$ cat src/rtl/spi_cmd_pkg.sv
// Shared definitions for the SPI command decoder: FSM state encoding,
// command byte layout and the write-frame checksum.
// SPI_CMD_CHECKSUM_EN adds the CHK state for three-byte write frames.
package spi_cmd_pkg;

  // Bit of the command byte that selects write (1) or read (0).
  localparam int CMD_WRITE_BIT = 7;

  // Register address width carried in the low bits of the command byte.
  localparam int ADDR_W_DEF = 7;

  typedef enum logic [2:0] {
    ST_IDLE = 3'd0,
    ST_CMD  = 3'd1,
    ST_DATA = 3'd2,
`ifdef SPI_CMD_CHECKSUM_EN
    ST_CHK  = 3'd3,
`endif
    ST_DONE = 3'd4
  } state_t;

  // Expected third byte of a checksummed write frame.
  function automatic logic [7:0] calc_chk(input logic [7:0] cmd,
                                          input logic [7:0] data);
    return cmd ^ data;
  endfunction

endpackage

$ cat src/rtl/spi_cdc_sync.sv
// Single-bit N-stage synchronizer into the CLK domain. RST_VAL sets the
// value every flop takes on reset so the output starts in the line's
// idle level.
module spi_cdc_sync #(
  parameter int   STAGES  = 2,
  parameter logic RST_VAL = 1'b0
) (
  input  logic CLK,
  input  logic RST,
  input  logic D,
  output logic Q
);

  logic [STAGES-1:0] sync_q;

  // Shift the asynchronous input through the flop chain.
  always_ff @(posedge CLK or posedge RST) begin
    if (RST) begin
      sync_q <= {STAGES{RST_VAL}};
    end else begin
      sync_q <= {sync_q[STAGES-2:0], D};
    end
  end

  assign Q = sync_q[STAGES-1];

endmodule

$ cat src/rtl/spi_cmd_decoder.sv
// SPI command decoder: brings chip-select and the byte-changed flag into
// the CLK domain, parses each CS frame as command byte + data byte and
// issues register write strobes / read requests.
// SPI_CMD_CHECKSUM_EN: write frames carry a third byte (cmd ^ data) that
// must match before WR_EN fires.
//
// Strobe semantics: WR_EN and RD_EN are valid-only, single-cycle strobes.
// There is no ready; the register file must accept every strobe in the
// cycle it is high. Address/data outputs are valid with their strobe and
// hold their value afterwards.
module spi_cmd_decoder
  import spi_cmd_pkg::*;
#(
  parameter int SYNC_STAGES = 2,
  parameter int ADDR_W      = ADDR_W_DEF
) (
  input  logic              CLK,
  input  logic              RST,
  input  logic              SPI_CS,
  input  logic [7:0]        SPI_BUFFER,
  input  logic              SPI_CHANGED,
  output logic              WR_EN,
  output logic [ADDR_W-1:0] WR_ADDR,
  output logic [7:0]        WR_DATA,
  output logic              RD_EN,
  output logic [ADDR_W-1:0] RD_ADDR,
  output logic              FRAME_ERR,
  output logic [2:0]        DBG_STATE
);

  logic cs_s;
  logic chg_s;
  logic chg_d;
  logic byte_stb;
  logic [7:0] byte_q;

  state_t state, state_n;
  logic              wr_en_n, rd_en_n, err_n;
  logic [ADDR_W-1:0] wr_addr_n, rd_addr_n;
  logic [7:0]        wr_data_n;
  logic [ADDR_W-1:0] addr_q, addr_n;
`ifdef SPI_CMD_CHECKSUM_EN
  logic [7:0] cmd_q, cmd_n;
  logic [7:0] data_q, data_n;
`endif

  // CS idles high, so its chain resets to 1; CHANGED idles low.
  spi_cdc_sync #(.STAGES(SYNC_STAGES), .RST_VAL(1'b1)) u_cs_sync (
    .CLK (CLK),
    .RST (RST),
    .D   (SPI_CS),
    .Q   (cs_s)
  );

  spi_cdc_sync #(.STAGES(SYNC_STAGES), .RST_VAL(1'b0)) u_chg_sync (
    .CLK (CLK),
    .RST (RST),
    .D   (SPI_CHANGED),
    .Q   (chg_s)
  );

  // Rising edge of synced CHANGED gives byte_stb; the quasi-static SPI
  // buffer is sampled on that same edge, long before it can change.
  always_ff @(posedge CLK or posedge RST) begin
    if (RST) begin
      chg_d    <= 1'b0;
      byte_stb <= 1'b0;
      byte_q   <= 8'h00;
    end else begin
      chg_d    <= chg_s;
      byte_stb <= chg_s & ~chg_d;
      if (chg_s & ~chg_d) begin
        byte_q <= SPI_BUFFER;
      end
    end
  end

  // State register plus registered strobes and held address/data.
  always_ff @(posedge CLK or posedge RST) begin
    if (RST) begin
      state     <= ST_IDLE;
      WR_EN     <= 1'b0;
      RD_EN     <= 1'b0;
      FRAME_ERR <= 1'b0;
      WR_ADDR   <= '0;
      WR_DATA   <= 8'h00;
      RD_ADDR   <= '0;
      addr_q    <= '0;
`ifdef SPI_CMD_CHECKSUM_EN
      cmd_q     <= 8'h00;
      data_q    <= 8'h00;
`endif
    end else begin
      state     <= state_n;
      WR_EN     <= wr_en_n;
      RD_EN     <= rd_en_n;
      FRAME_ERR <= err_n;
      WR_ADDR   <= wr_addr_n;
      WR_DATA   <= wr_data_n;
      RD_ADDR   <= rd_addr_n;
      addr_q    <= addr_n;
`ifdef SPI_CMD_CHECKSUM_EN
      cmd_q     <= cmd_n;
      data_q    <= data_n;
`endif
    end
  end

  // Frame parser: CS high always wins and returns to IDLE, flagging an
  // error only when a write was left unfinished.
  always_comb begin
    state_n   = state;
    wr_en_n   = 1'b0;
    rd_en_n   = 1'b0;
    err_n     = 1'b0;
    wr_addr_n = WR_ADDR;
    wr_data_n = WR_DATA;
    rd_addr_n = RD_ADDR;
    addr_n    = addr_q;
`ifdef SPI_CMD_CHECKSUM_EN
    cmd_n     = cmd_q;
    data_n    = data_q;
`endif
    if (cs_s) begin
      state_n = ST_IDLE;
      if (state == ST_DATA) begin
        err_n = 1'b1;
      end
`ifdef SPI_CMD_CHECKSUM_EN
      if (state == ST_CHK) begin
        err_n = 1'b1;
      end
`endif
    end else begin
      case (state)
        ST_IDLE: begin
          state_n = ST_CMD;
        end
        ST_CMD: begin
          if (byte_stb) begin
            if (!byte_q[CMD_WRITE_BIT]) begin
              rd_en_n   = 1'b1;
              rd_addr_n = byte_q[ADDR_W-1:0];
              state_n   = ST_DONE;
            end else begin
              addr_n  = byte_q[ADDR_W-1:0];
`ifdef SPI_CMD_CHECKSUM_EN
              cmd_n   = byte_q;
`endif
              state_n = ST_DATA;
            end
          end
        end
        ST_DATA: begin
          if (byte_stb) begin
`ifdef SPI_CMD_CHECKSUM_EN
            data_n    = byte_q;
            state_n   = ST_CHK;
`else
            wr_en_n   = 1'b1;
            wr_addr_n = addr_q;
            wr_data_n = byte_q;
            state_n   = ST_DONE;
`endif
          end
        end
`ifdef SPI_CMD_CHECKSUM_EN
        ST_CHK: begin
          if (byte_stb) begin
            if (byte_q == calc_chk(cmd_q, data_q)) begin
              wr_en_n   = 1'b1;
              wr_addr_n = addr_q;
              wr_data_n = data_q;
            end else begin
              err_n = 1'b1;
            end
            state_n = ST_DONE;
          end
        end
`endif
        ST_DONE: begin
          state_n = ST_DONE;
        end
        default: begin
          state_n = ST_IDLE;
        end
      endcase
    end
  end

  assign DBG_STATE = state;

endmodule

$ cat config.mk
export PLATFORM = sky130hd
export DESIGN_NAME = spi_cmd_decoder
export DESIGN_NICKNAME = d
export VERILOG_FILES = /design/src/rtl/spi_cmd_pkg.sv /design/src/rtl/spi_cdc_sync.sv /design/src/rtl/spi_cmd_decoder.sv
export SDC_FILE = /design/constraint.sdc
export NUM_CORES = 1
export LEC_CHECK = 0
export CAP_MARGIN = 20
export CORE_MARGIN = 2
export CORE_UTILIZATION = 30
export DETAILED_ROUTE_END_ITERATION = 12
export PLACE_DENSITY = 0.5
export SETUP_SLACK_MARGIN = 0.05
export SYNTH_ARGS = -nofsm -noshare
export SYNTH_HDL_FRONTEND = slang
export SYNTH_HIERARCHICAL = 1
export SYNTH_SLANG_ARGS = --single-unit
$ cat constraint.sdc
create_clock -name CLK -period 1.7 [get_ports CLK]
set_clock_uncertainty 0.05 [all_clocks]
set_input_delay 0.255 -clock CLK [delete_from_list [all_inputs] [get_ports CLK]]
set_output_delay 0.255 -clock CLK [all_outputs]
set_load 0.02 [all_outputs]
==> impl_metrics.tcl <==
set metrics [dict create \
    root_buffer "clkbuf_8" \
    synth_common_cells "dfrtp_1, mux2_2, inv_1" \
    wl_um 3355 \
    worstPathCellList "clkdlybuf4s50_1" \
    core_area_sq_um 5886 \
    cp_num_buf_inv 1 \
    synth_top_family_by_area "multiplexers" \
    place.gp.congestion 0.6599 \
    regArea_sq_um 1229 \
    nFillCells 567 \
    drv_slew 0 \
    vdd_ir_drop_max_mv 0.5134 \
    worst_slew_pin_slew_ns 0.3962 \
    dieHeight_um 81.93 \
    hold_violations 0 \
    synth.area.top_cells "dfrtp_1, mux2_2, dfstp_2" \
    start_util 0.3095 \
    min_period_ns 1.587 \
    antenna_found_initial 0 \
    post-synth-top-count-cell "dfrtp_1" \
    clock_path_buffers 2 \
    ioPinCount 40 \
    cts_tree "yes" \
    outcome "finished, final reports clean" \
    max_freq_mhz 630.1 \
    worst_path_max_delay_cell "clkdlybuf4s50_1" \
    min_period_over_period 0.9336 \
    dr_total_vias 1026 \
    crit_path_end_kind "output port" \
    synth_top_area_share 0.6456 \
    synth.distinct_cells 20 \
    synth.area.mux_share 0.2287 \
    final_area_sq_um 2420 \
    grt_pass1_vias 1149 \
    antenna_cells 0 \
    syn_area_sq_um 1822 \
    grt_usage 0.1143 \
    final_layout_size_suffix_gt1_frac 0.3631 \
    async_flop_share 1.000 \
    switching_power_mw 0.7041 \
    r2r_start "DBG_STATE[2]" \
    yosysSeqAreaShare 0.6745 \
    syn_nets 120 \
    area_delta_synth_final_pct 32.83 \
    multi_input_area_sq_um 561.8 \
    slew_headroom 0.7290 \
    placed_cell_area_sq_um 2332 \
    viasPerCell 4.422 \
    drt-pass1-iter-count 2 \
    dieArea_sq_um 6712 \
    synth_ff_type "dfrtp_1" \
    p_int_mw 1.961 \
    cts.sinks 49 \
    cp.arrival_ns 1.28 \
    ff2ff_setup_slack_ns 0.14 \
    power.density_nw_per_um2 1101 \
    cts_buffers 5 \
    port_buffers 39 \
    setup-tns-final_ns 0 \
    grt_start_max_net_pins 46 \
    combPwrFrac 0.208 \
    setup_viol 0 \
    max_stage_delay_ns 0.62 \
    drc_errors 0 \
    pwr-share-clk 0.244 \
    synth-xor-area-share 0 \
    leakagePower_nw 1.104 \
    dp_hpwl_um 2404 \
    fin_total_pwr_mw 2.665 \
    rows 28 \
    start_kind "flip-flop" \
    dieWidth_um 81.93 \
    crit_type "reg2out" \
    worst-r2r-cell-count 3 \
    pwr-share-seq 0.549 \
    synth_compound_area_frac 0.01786 \
    synth_fa_ha_area_frac 0 \
    reg2reg_to "WR_DATA[6]" \
    synthSimpleGateAreaFrac 0.05769 \
    cp.required_ns 1.39 \
    cts_setup_buffers 0 \
    final_nets 168 \
    ys_ff_latch 49 \
    netSwitchingFraction 0.2642 \
    wl_per_cell_um 14.46 \
    clkTransAtPathRegs_ns 0.08 \
    synth_edf_count 0 \
    clock_latency_ns 0.29 \
    grt_pass1_wl_um 5554 \
    netlist_instances 108 \
    ys_warn_count 6 \
    drt_iter0_drc 36 \
    rsz0062_at_grt "no" \
    hp-class "in2async" \
    ant_nets 0 \
    synth_top_area_cell "dfrtp_1" \
    grt_overflow 0 \
    holdBufCountCts 0 \
    avgSynthCellArea_sq_um 16.87 \
    cts.htree.levels 2 \
    drv_cap 0 \
    path_max_fanout 2 \
    path_delay_family "buffers and inverters" \
]
-- power by group through the flow --
stage | combinational (mW) | sequential, mW | clock [mW]
finish | 0.554 | 1.46 | 0.649
global route | 0.597 | 1.49 | 0.738
CTS | 0.564 | 1.47 | 0.679
detailed placement | 0.564 | 1.49 | 0
global placement | 0.549 | 1.49 | 0
floorplan | 0.196 | 1.58 | 0
-- worst max-delay path by stage --
stage,endpoint,depth (start not counted),start,slack [ns]
floorplan,addr_q[0],3,DBG_STATE[1],0.16
global placement,RD_ADDR[0],3,DBG_STATE[2],0.15
detailed placement,RD_ADDR[6],3,DBG_STATE[2],0.1
CTS,RD_ADDR[6],3,DBG_STATE[2],0.08
global route,WR_DATA[7],3,DBG_STATE[2],0.06
finish,WR_ADDR[2],1,WR_ADDR[2],0.11
-- layer usage --
metal	GRT usage	wire [um]
met1	0.1373	1480
met2	0.1854	1671
met3	0.03736	140
met4	0.05333	63
met5	0	0
-- metrics by stage --
stage	hold slack, ns	setup WS (ns)	utilization	cells
2_1_floorplan	-0.05382	0.1625	-	108
3_3_place_gp	0.2839	0.1472	0.3963	224
3_5_place_dp	0.2963	0.09571	0.3963	224
4_1_cts	0.1124	0.07967	0.4099	232
5_1_grt	0.1195	0.06211	0.4111	232
6_report	0.1197	0.1128	0.4111	232
-- flip-flops by register name, summed over array words and instances (netlist names) --
name / cells
WR_ADDR: 7
RD_ADDR: 7
chg_d: 1
u_cs_sync/sync_q: 2
WR_DATA: 8
FRAME_ERR: 1
addr_q: 7
WR_EN: 1
byte_stb: 1
DBG_STATE: 3
u_chg_sync/sync_q: 2
byte_q: 8
RD_EN: 1
-- placed cells by master, fill, tap and decap left out --
cell / instances
o211ai_1: 1
and3_1: 1
a21boi_0: 1
nor3_4: 1
dfstp_2: 2
inv_2: 1
buf_12: 1
buf_4: 3
nor2_2: 1
mux2_2: 37
o41ai_1: 1
inv_1: 5
clkinvlp_4: 1
clkdlybuf4s50_1: 36
and2b_2: 1
nor2b_1: 1
nand2b_1: 1
nand3_4: 2
a2111oi_0: 1
nor3b_2: 1
clkbuf_8: 5
dlygate4sd2_1: 3
dfrtp_1: 47
nand4b_2: 1
clkbuf_1: 2
-- layout make-up --
class                   instances  share of cell area
flip-flops and latches         49              0.5078
multi-input cells              51              0.2322
repair buffers                 43              0.1774
well taps                      75             0.03878
clock buffers                   7             0.03154
inverters                       6            0.009307
clock inverters                 1            0.003102
-- logic make-up (layout without fill, tap and decap cells) --
group | Yosys count | in the layout
flops | 49 | 49
mux | 37 | 37
simple gates | 10 | 10
buf+inv | 8 | 57
compound gates | 4 | 4
-- what timing repair did --
action	in CTS	in global routing
hold endpoints to repair	0	0
gates resized for setup	3	1
setup endpoints to repair	3	7
gates cloned	0	0
Power figures use the tool's default switching activity.
